`config.mk`:
```
export PLATFORM = sky130hd
export DESIGN_NAME = decode_unit
export DESIGN_NICKNAME = d
export VERILOG_FILES = /design/src/rtl/decode_unit.sv
export SDC_FILE = /design/constraint.sdc
export NUM_CORES = 1
export LEC_CHECK = 0
export BUFFER_PORTS_ARGS = -buffer_cell sky130_fd_sc_hd__buf_4
export CORE_UTILIZATION = 45
export CTS_BUF_LIST = sky130_fd_sc_hd__clkbuf_8
export DETAILED_ROUTE_END_ITERATION = 7
export GPL_TIMING_DRIVEN = 0
export PLACE_DENSITY = 0.71
export SYNTH_ARGS = -nofsm -noshare
export SYNTH_HDL_FRONTEND = slang
export SYNTH_SLANG_ARGS = --single-unit
```
`constraint.sdc`:
```
create_clock -name clk -period 4 [get_ports clk]
set_input_delay 0.4 -clock clk [delete_from_list [all_inputs] [get_ports clk]]
set_output_delay 0.4 -clock clk [all_outputs]
set_load 0.03 [all_outputs]
```
`src/rtl/decode_unit.sv`:
```
// RV32I ID stage: IF/ID register, decode, immediate extraction, redirect to fetch, EX handshake.
// Optional DECODE_ILLEGAL_TRAP_EN: flag illegal opcodes on illegal_o instead of issuing them as NOPs.
module decode_unit #(
    parameter int ADDR_W = 32
) (
    input  logic              clk,
    input  logic              rst_n,
    input  logic              valid_i,
    input  logic [31:0]       inst_i,
    input  logic [31:0]       pc_i,
    output logic              ready_o,
    input  logic              misspredict_i,
    output logic              jmp_o,
    output logic              branch_o,
    output logic [ADDR_W-1:0] jmp_target_o,
    output logic              inst31_o,
    output logic [4:0]        rs1_addr_o,
    output logic [4:0]        rs2_addr_o,
    input  logic [31:0]       rs1_data_i,
    output logic              valid_o,
    input  logic              ready_i,
    output logic [31:0]       pc_o,
    output logic [6:0]        opcode_o,
    output logic [2:0]        funct3_o,
    output logic              funct7b5_o,
    output logic [4:0]        rd_o,
    output logic [31:0]       imm_o,
    output logic              illegal_o
);

    localparam logic [6:0] OPC_LUI    = 7'b0110111;
    localparam logic [6:0] OPC_AUIPC  = 7'b0010111;
    localparam logic [6:0] OPC_JAL    = 7'b1101111;
    localparam logic [6:0] OPC_JALR   = 7'b1100111;
    localparam logic [6:0] OPC_BRANCH = 7'b1100011;
    localparam logic [6:0] OPC_LOAD   = 7'b0000011;
    localparam logic [6:0] OPC_STORE  = 7'b0100011;
    localparam logic [6:0] OPC_OP_IMM = 7'b0010011;
    localparam logic [6:0] OPC_OP     = 7'b0110011;
    localparam logic [6:0] OPC_SYSTEM = 7'b1110011;
    localparam logic [6:0] OPC_FENCE  = 7'b0001111;

    logic        id_valid;
    logic        first;
    logic [31:0] inst_q;
    logic [31:0] pc_q;
    logic        capture;
    logic        issue;

    assign ready_o = !id_valid || ready_i;
    assign capture = valid_i && ready_o && !misspredict_i;
    assign issue   = id_valid && ready_i;
    assign valid_o = id_valid && !misspredict_i;

    // NOTE: sequential state uses non-blocking assignments so every register samples pre-edge values.
    always_ff @(posedge clk or negedge rst_n) begin
        if (!rst_n) begin
            id_valid <= 1'b0;
            first    <= 1'b0;
            inst_q   <= '0;
            pc_q     <= '0;
        end else if (misspredict_i) begin
            id_valid <= 1'b0;
            first    <= 1'b0;
        end else if (capture) begin
            id_valid <= 1'b1;
            first    <= 1'b1;
            inst_q   <= inst_i;
            pc_q     <= pc_i;
        end else begin
            // first is a one-cycle marker so a stalled jump redirects fetch only once
            first <= 1'b0;
            if (issue) id_valid <= 1'b0;
        end
    end

    logic [6:0]  opcode;
    logic [31:0] imm_i, imm_s, imm_b, imm_u, imm_j;
    logic [31:0] imm;
    logic        legal, is_jal, is_jalr, is_branch, no_rd;

    assign opcode = inst_q[6:0];
    assign imm_i  = {{20{inst_q[31]}}, inst_q[31:20]};
    assign imm_s  = {{20{inst_q[31]}}, inst_q[31:25], inst_q[11:7]};
    assign imm_b  = {{19{inst_q[31]}}, inst_q[31], inst_q[7], inst_q[30:25], inst_q[11:8], 1'b0};
    assign imm_u  = {inst_q[31:12], 12'b0};
    assign imm_j  = {{11{inst_q[31]}}, inst_q[31], inst_q[19:12], inst_q[20], inst_q[30:21], 1'b0};

    // NOTE: every always_comb output gets a default first so no path can infer a latch.
    always_comb begin
        legal     = 1'b1;
        imm       = 32'd0;
        is_jal    = 1'b0;
        is_jalr   = 1'b0;
        is_branch = 1'b0;
        no_rd     = 1'b0;
        case (opcode)
            OPC_LUI, OPC_AUIPC: imm = imm_u;
            OPC_JAL: begin
                imm    = imm_j;
                is_jal = 1'b1;
            end
            OPC_JALR: begin
                imm     = imm_i;
                is_jalr = 1'b1;
            end
            OPC_BRANCH: begin
                imm       = imm_b;
                is_branch = 1'b1;
                no_rd     = 1'b1;
            end
            OPC_STORE: begin
                imm   = imm_s;
                no_rd = 1'b1;
            end
            OPC_LOAD, OPC_OP_IMM, OPC_SYSTEM, OPC_FENCE: imm = imm_i;
            OPC_OP: imm = 32'd0;
            default: legal = 1'b0;
        endcase
    end

    logic        redirect_ok;
    logic [31:0] target_full;

    assign redirect_ok = first && id_valid && !misspredict_i;
    assign jmp_o       = redirect_ok && (is_jal || is_jalr);
    assign branch_o    = redirect_ok && is_branch;

    always_comb begin
        target_full = pc_q;
        if (is_jal)         target_full = pc_q + imm_j;
        else if (is_jalr)   target_full = (rs1_data_i + imm_i) & ~32'd1;
        else if (is_branch) target_full = pc_q + imm_b;
    end

    assign jmp_target_o = target_full[ADDR_W-1:0];
    assign inst31_o     = inst_q[31];
    assign rs1_addr_o   = inst_q[19:15];
    assign rs2_addr_o   = inst_q[24:20];
    assign pc_o         = pc_q;
    assign funct3_o     = inst_q[14:12];
    assign funct7b5_o   = inst_q[30];
    assign imm_o        = imm;

`ifdef DECODE_ILLEGAL_TRAP_EN
    assign opcode_o  = opcode;
    assign rd_o      = no_rd ? 5'd0 : inst_q[11:7];
    assign illegal_o = valid_o && !legal;
`else
    // Undecodable opcodes travel down the pipe as a NOP
    assign opcode_o  = legal ? opcode : OPC_OP_IMM;
    assign rd_o      = (no_rd || !legal) ? 5'd0 : inst_q[11:7];
    assign illegal_o = 1'b0;
`endif

endmodule
```
==> results.toml, run 1 <==
[routing]
ant_nets = 0
drtPass1Iterations = 6
routed_via_density = 5.856
wl_per_cell_um = 19.64
num_vias = 8585
first_iter_violations = 606
drc = 0
drt-total-wl_mm = 28.79

[worst_setup_path]
path_class = "flip-flop to primary output"
cp_max_fo = 7
worst_setup_path_start_kind = "flip-flop"
required_ps = 3600
rr_worst_depth = 5
worstPathArrival_ps = 3580
end_kind = "primary output"

[synthesis]
avgSynthCellArea_um2 = 8.259
yosysTopAreaCellShare = 0.2066
synth_common_cells = "105 x a21oi_1, 76 x nand2_1, 73 x ha_1"
yosys.area.top_type = "dfrtp_1"
synth-edff-count = 0
synth_ff_type = "dfrtp_1"
synth.most_common_cell = "a21oi_1"
yosysWarnings = 0
syn_area_um2 = 7995
seq_area_frac_synth = 0.2066
synthCells = 968
async_flop_share = 1.000
ys_seq_elements = 66
synthTopCellsByArea = "dfrtp_1 21%, ha_1 11%, mux2_2 8.6%, a21oi_1 6.6%, a21o_1 4.7%"
synthDistinctLibCells = 77

[power]
power_density_nw_per_um2 = 483.7
p_sw_mw = 2.616
power.static_leakage_nw = 5.051
ir_worst_vdd_mv = 0.2403
pwr-share-seq = 0.183
p_clk_frac = 0.114
power.total_mw = 5.273
sw_frac_of_total = 0.4961
power.internal_mw = 2.657
pwr-share-comb = 0.703

[cells_and_area]
antenna_cells = 0
filler_cell_count = 1566
fin_nets = 1413
regArea_um2 = 1669
final_cell_area_um2 = 10900
drive_above_1_share = 0.3787
syn2layout_area_growth_pct = 36.35
multi_input_area_um2 = 6364
final_cells = 1466

[global_route]
grt_max_degree = 67
grt_pass1_wl_mm = 43.49
grt_pass1_vias = 8086
track_usage = 0.3107
grt_overflow = 0
antenna_found_initial = 0

[die]
die_x_um = 135.3
ios = 229
die_area_um2 = 18300
initial_core_util = 0.4622
core_um2 = 17300
fp-row-count = 48
die_y_um = 135.3

[timing]
tightest_slew_ps = 975.6
max_freq_mhz = 251.3
relSlewSlack = 0.3482
fin_skew_ps = 13.78
holdWs_ps = 97.15
min_period_ps = 3979
period_share = 0.9947
hold_viol = 0
maxSlewViolCount = 0
rsz0062_at_grt = "yes"
tns_ps = 0
setup_viol = 0

[min_path]
hold_path.class = "input port to async pin"

[cts]
h-tree-depth = 3
ctsHoldBuffers = 0
numCtsBuffers = 9
cts_sinks = 66
cts.path.max_buffers = 2
clk_latency_ps = 400
clockRootBuffer = "clkbuf_8"
cts.clk_slew.worst_paths_ps = 80
cts_tree = "built"

[place]
place_area_um2 = 9971
port_buffers = 225
placed_cells = 1419
dp_hpwl_mm = 21.30
gp_congestion = 0.9400

[run_status]
outcome = "finished clean"

[job]
drv_cap = 0
[metrics by stage]
step	utilization	worst slack (ps)
2_1_floorplan	-	150.4
3_3_place_gp	0.5765	-139.2
3_5_place_dp	0.5765	-144.2
4_1_cts	0.6067	-28.28
5_1_grt	0.6303	-101.3
6_report	0.6303	21.13
[routing by layer]
| metal | GRT usage | up-vias | wire [um] |
|---|---|---|---|
| met5 | 0 | - | 0 |
| met4 | 0.1180 | 0 | 852 |
| met3 | 0.05350 | 62 | 1894 |
| met2 | 0.5256 | 339 | 14010 |
| met1 | 0.3932 | 4117 | 12030 |
| li1 | - | 4067 | - |
[sequential cells by signal, indices dropped and copies added, names as in the netlist]
signal	count
id_valid	1
inst_q	32
first	1
pc_o	32
[cells in the final DEF (no fill, tap or decap), types with 15 or more instances in the layout]
cell type,n
a21o_1,50
nor2_1,66
a211oi_1,15
clkbuf_1,32
o21ai_0,49
xor2_1,34
mux2_2,61
buf_4,272
nand3_1,18
inv_1,22
dfrtp_1,54
a21oi_1,87
a21oi_2,17
nand2_1,76
xnor2_1,41
and2_1,29
ha_1,58
[power by group through the flow]
stage | sequential [mW] | clock [mW] | combinational, mW
after floorplan | 1.03 | 0 | 2.29
after global placement | 0.993 | 0 | 3.19
after detailed placement | 0.996 | 0 | 3.22
after CTS | 0.961 | 0.608 | 3.44
after global routing | 0.979 | 0.632 | 3.99
final | 0.966 | 0.601 | 3.71
[worst paths after layout]
check	startpoint	endpoint	slack (ps)
worst max register to register	id_valid	pc_o[1]	1200
worst max-delay path	inst_q[21]	jmp_target_o[31]	20
worst min-delay path	rst_n	pc_o[14]	100
worst min register to register	inst_q[1]	inst_q[1]	540
max in group asynchronous	rst_n	inst_q[31]	3230
min in group clk	misspredict_i	id_valid	180
[critical path, cell delays in order (launching register included)]
cell	delay (ps)
dfrtp_2	460
ha_4	170
inv_2	40
fa_2	370
nor2b_4	140
o2111ai_2	150
a31o_4	290
a211oi_4	290
a221oi_4	130
o311ai_4	280
a21oi_4	160
o31ai_4	250
xnor2_1	160
o221ai_2	130
buf_6	170
[repair_timing]
action                                 in CTS  in global routing
gates resized for setup                    32                 70
setup buffers                              19                 16
pin swaps                                  20                 41
setup endpoints to repair                  14                 14
endpoints found under the hold margin       0                  0
[cell type report]
class,count,share of cell area
multi-input cells,819,0.5837
repair buffers,260,0.1842
flip-flops and latches,66,0.1531
plain buffers,58,0.02766
well taps,225,0.02582
clock buffers,9,0.01136
inverters,22,0.007575
clock inverters,7,0.006542
[cell families (layout without fill, tap and decap cells)]
kind of cell / Yosys count / in the layout / synth area share
buffers and inverters: 84 / 356 / 0.04883
other: 2 / 3 / 0.0009393
flip-flops: 66 / 66 / 0.2066
AND/OR/NAND/NOR: 261 / 261 / 0.1571
adder cells (fa/ha/maj): 76 / 76 / 0.1218
XOR/XNOR: 76 / 76 / 0.08326
AO/OA/AOI/OAI: 339 / 339 / 0.2919
multiplexers: 64 / 64 / 0.08967
Note: power is estimated with default switching activity, not from simulation.
==> run 2, diff against run 1 <==
Clock period 4 ns to 3.95 ns, I/O delays scaled along.
==> run 2 against run 1 <==
  * The flow now finishes with violations (negative setup slack)
  * Register-to-register slack worse by 30 ps
  * Setup slack worse by 66 ps
  * Largest power group unchanged
  * First-iteration DRC count is 12% lower
==> results.toml, run 2 (same netlist as run 1, synthesis figures left out) <==
[power]
ir_worst_vdd_mv = 0.2573
power_density_nw_per_um2 = 488.6
power.total_mw = 5.343
power.static_leakage_nw = 5.056

[die]
die_area_um2 = 18300
core_um2 = 17300
initial_core_util = 0.4622
ios = 229
fp-row-count = 48
die_x_um = 135.3
die_y_um = 135.3

[routing]
ant_nets = 0
first_iter_violations = 531
drtPass1Iterations = 5
drc = 0
routed_via_density = 5.878
num_vias = 8623
drt-total-wl_mm = 28.75
wl_per_cell_um = 19.60

[worst_setup_path]
worstPathArrival_ps = 3600
worst_setup_path_start_kind = "flip-flop"
path_class = "flip-flop to primary output"
slowest_stage = "dfrtp_2"
max_stage_delay_ps = 450
required_ps = 3560
crit_buf_inv = 2
rr_worst_depth = 5
cp_top_family = "compound AO/OA/AOI/OAI gates"
cp_max_fo = 7
end_kind = "primary output"
crit_chain = "ha_4 > inv_2 > fa_2 > nor2b_4 > o2111ai_2 > a31o_4 > a211oi_4 > a221oi_4 > o311ai_4 > a21oi_4 > o21ai_2 > xnor2_1 > a221oi_2 > buf_4"
path_depth = 14

[global_route]
grt_overflow = 0
track_usage = 0.3118
antenna_found_initial = 0
grt_max_degree = 67
gr-max-usage-layer = "met2"
met1_usage = 0.3934
met3_usage = 0.05537
use_met2 = 0.5222
grt_pass1_wl_mm = 43.65
grt_pass1_vias = 8131

[cts]
h-tree-depth = 3
cts.clk_slew.worst_paths_ps = 80
clk_latency_ps = 390
cts.path.max_buffers = 2
numCtsBuffers = 9
cts_tree = "built"
ctsHoldBuffers = 0
cts_sinks = 66
clockRootBuffer = "clkbuf_8"

[job]
drv_cap = 0

[min_path]
hold_path.class = "input port to async pin"

[place]
dp_hpwl_mm = 21.30
place_area_um2 = 9971
pre_cts_slack_ps = -189.2
port_buffers = 225
placed_cells = 1419
gp_congestion = 0.9400

[cells_and_area]
syn2layout_area_growth_pct = 36.78
fin_util = 0.6322
antenna_cells = 0
final_common_cell = "buf_4"
final_cells = 1467
final_cell_area_um2 = 10940
final_cell_mix = "273 x buf_4, 87 x a21oi_1, 76 x nand2_1, 66 x nor2_1, 61 x mux2_2"
drive_above_1_share = 0.3841
fin_nets = 1414

[timing]
hold_viol = 0
fin_ws_ps = -45.04
tightest_slew_ps = 971.6
rsz0062_at_grt = "yes"
max_freq_mhz = 250.3
min_period_ps = 3995
fin_skew_ps = 13.64
holdWs_ps = 103.5
setup_viol = 3
period_share = 1.011
relSlewSlack = 0.3509
maxSlewViolCount = 0
tns_ps = -98.32

[run_status]
violations = "negative setup slack"
outcome = "finished, violations left"
run 2: cell type report:
type	instances	area, um^2
sequential	66	1669
multi-input combinational	819	6384
inverter	22	82.58
buffer	57	296.5
fill	1569	6361
timing repair buffer	262	2027
clock inverter	7	71.32
tap	225	281.5
clock buffer	9	123.9
run 2: worst register-to-register path: cells and delay by family (launching register included):
kind                   cells  cell delay, ps
buffers and inverters      2             950
flip-flops                 1             390
multiplexers               1             380
AND/OR/NAND/NOR            2             940
run 2: worst paths after layout:
check | startpoint | to | slack, ps
worst max-delay path | inst_q[21] | jmp_target_o[25] | -50
worst min-delay path | rst_n | pc_o[14] | 100
worst max register to register | id_valid | pc_o[1] | 1170
worst min register to register | inst_q[1] | inst_q[1] | 540
max in group asynchronous | rst_n | inst_q[31] | 3170
min in group clk | misspredict_i | id_valid | 180
run 2: power breakdown:
| part | total, mW | switching, mW | internal, mW |
|---|---|---|---|
| sequential | 0.979 | 0.187 | 0.793 |
| combinational | 3.76 | 2.15 | 1.61 |
| clock | 0.604 | 0.314 | 0.290 |
run 2: layer usage:
| metal | share of wire | up-vias |
|---|---|---|
| li1 | - | 4061 |
| met1 | 0.42 | 4123 |
| met2 | 0.48 | 355 |
| met3 | 0.066 | 84 |
| met4 | 0.038 | 0 |
| met5 | 0 | - |
run 2: repair_timing:
item                                    4_1_cts  5_1_grt
resized for setup                            37       70
pin swaps                                    21       46
hold endpoints to repair                      0        0
endpoints found under the setup margin       16       17
setup buffers                                19       18
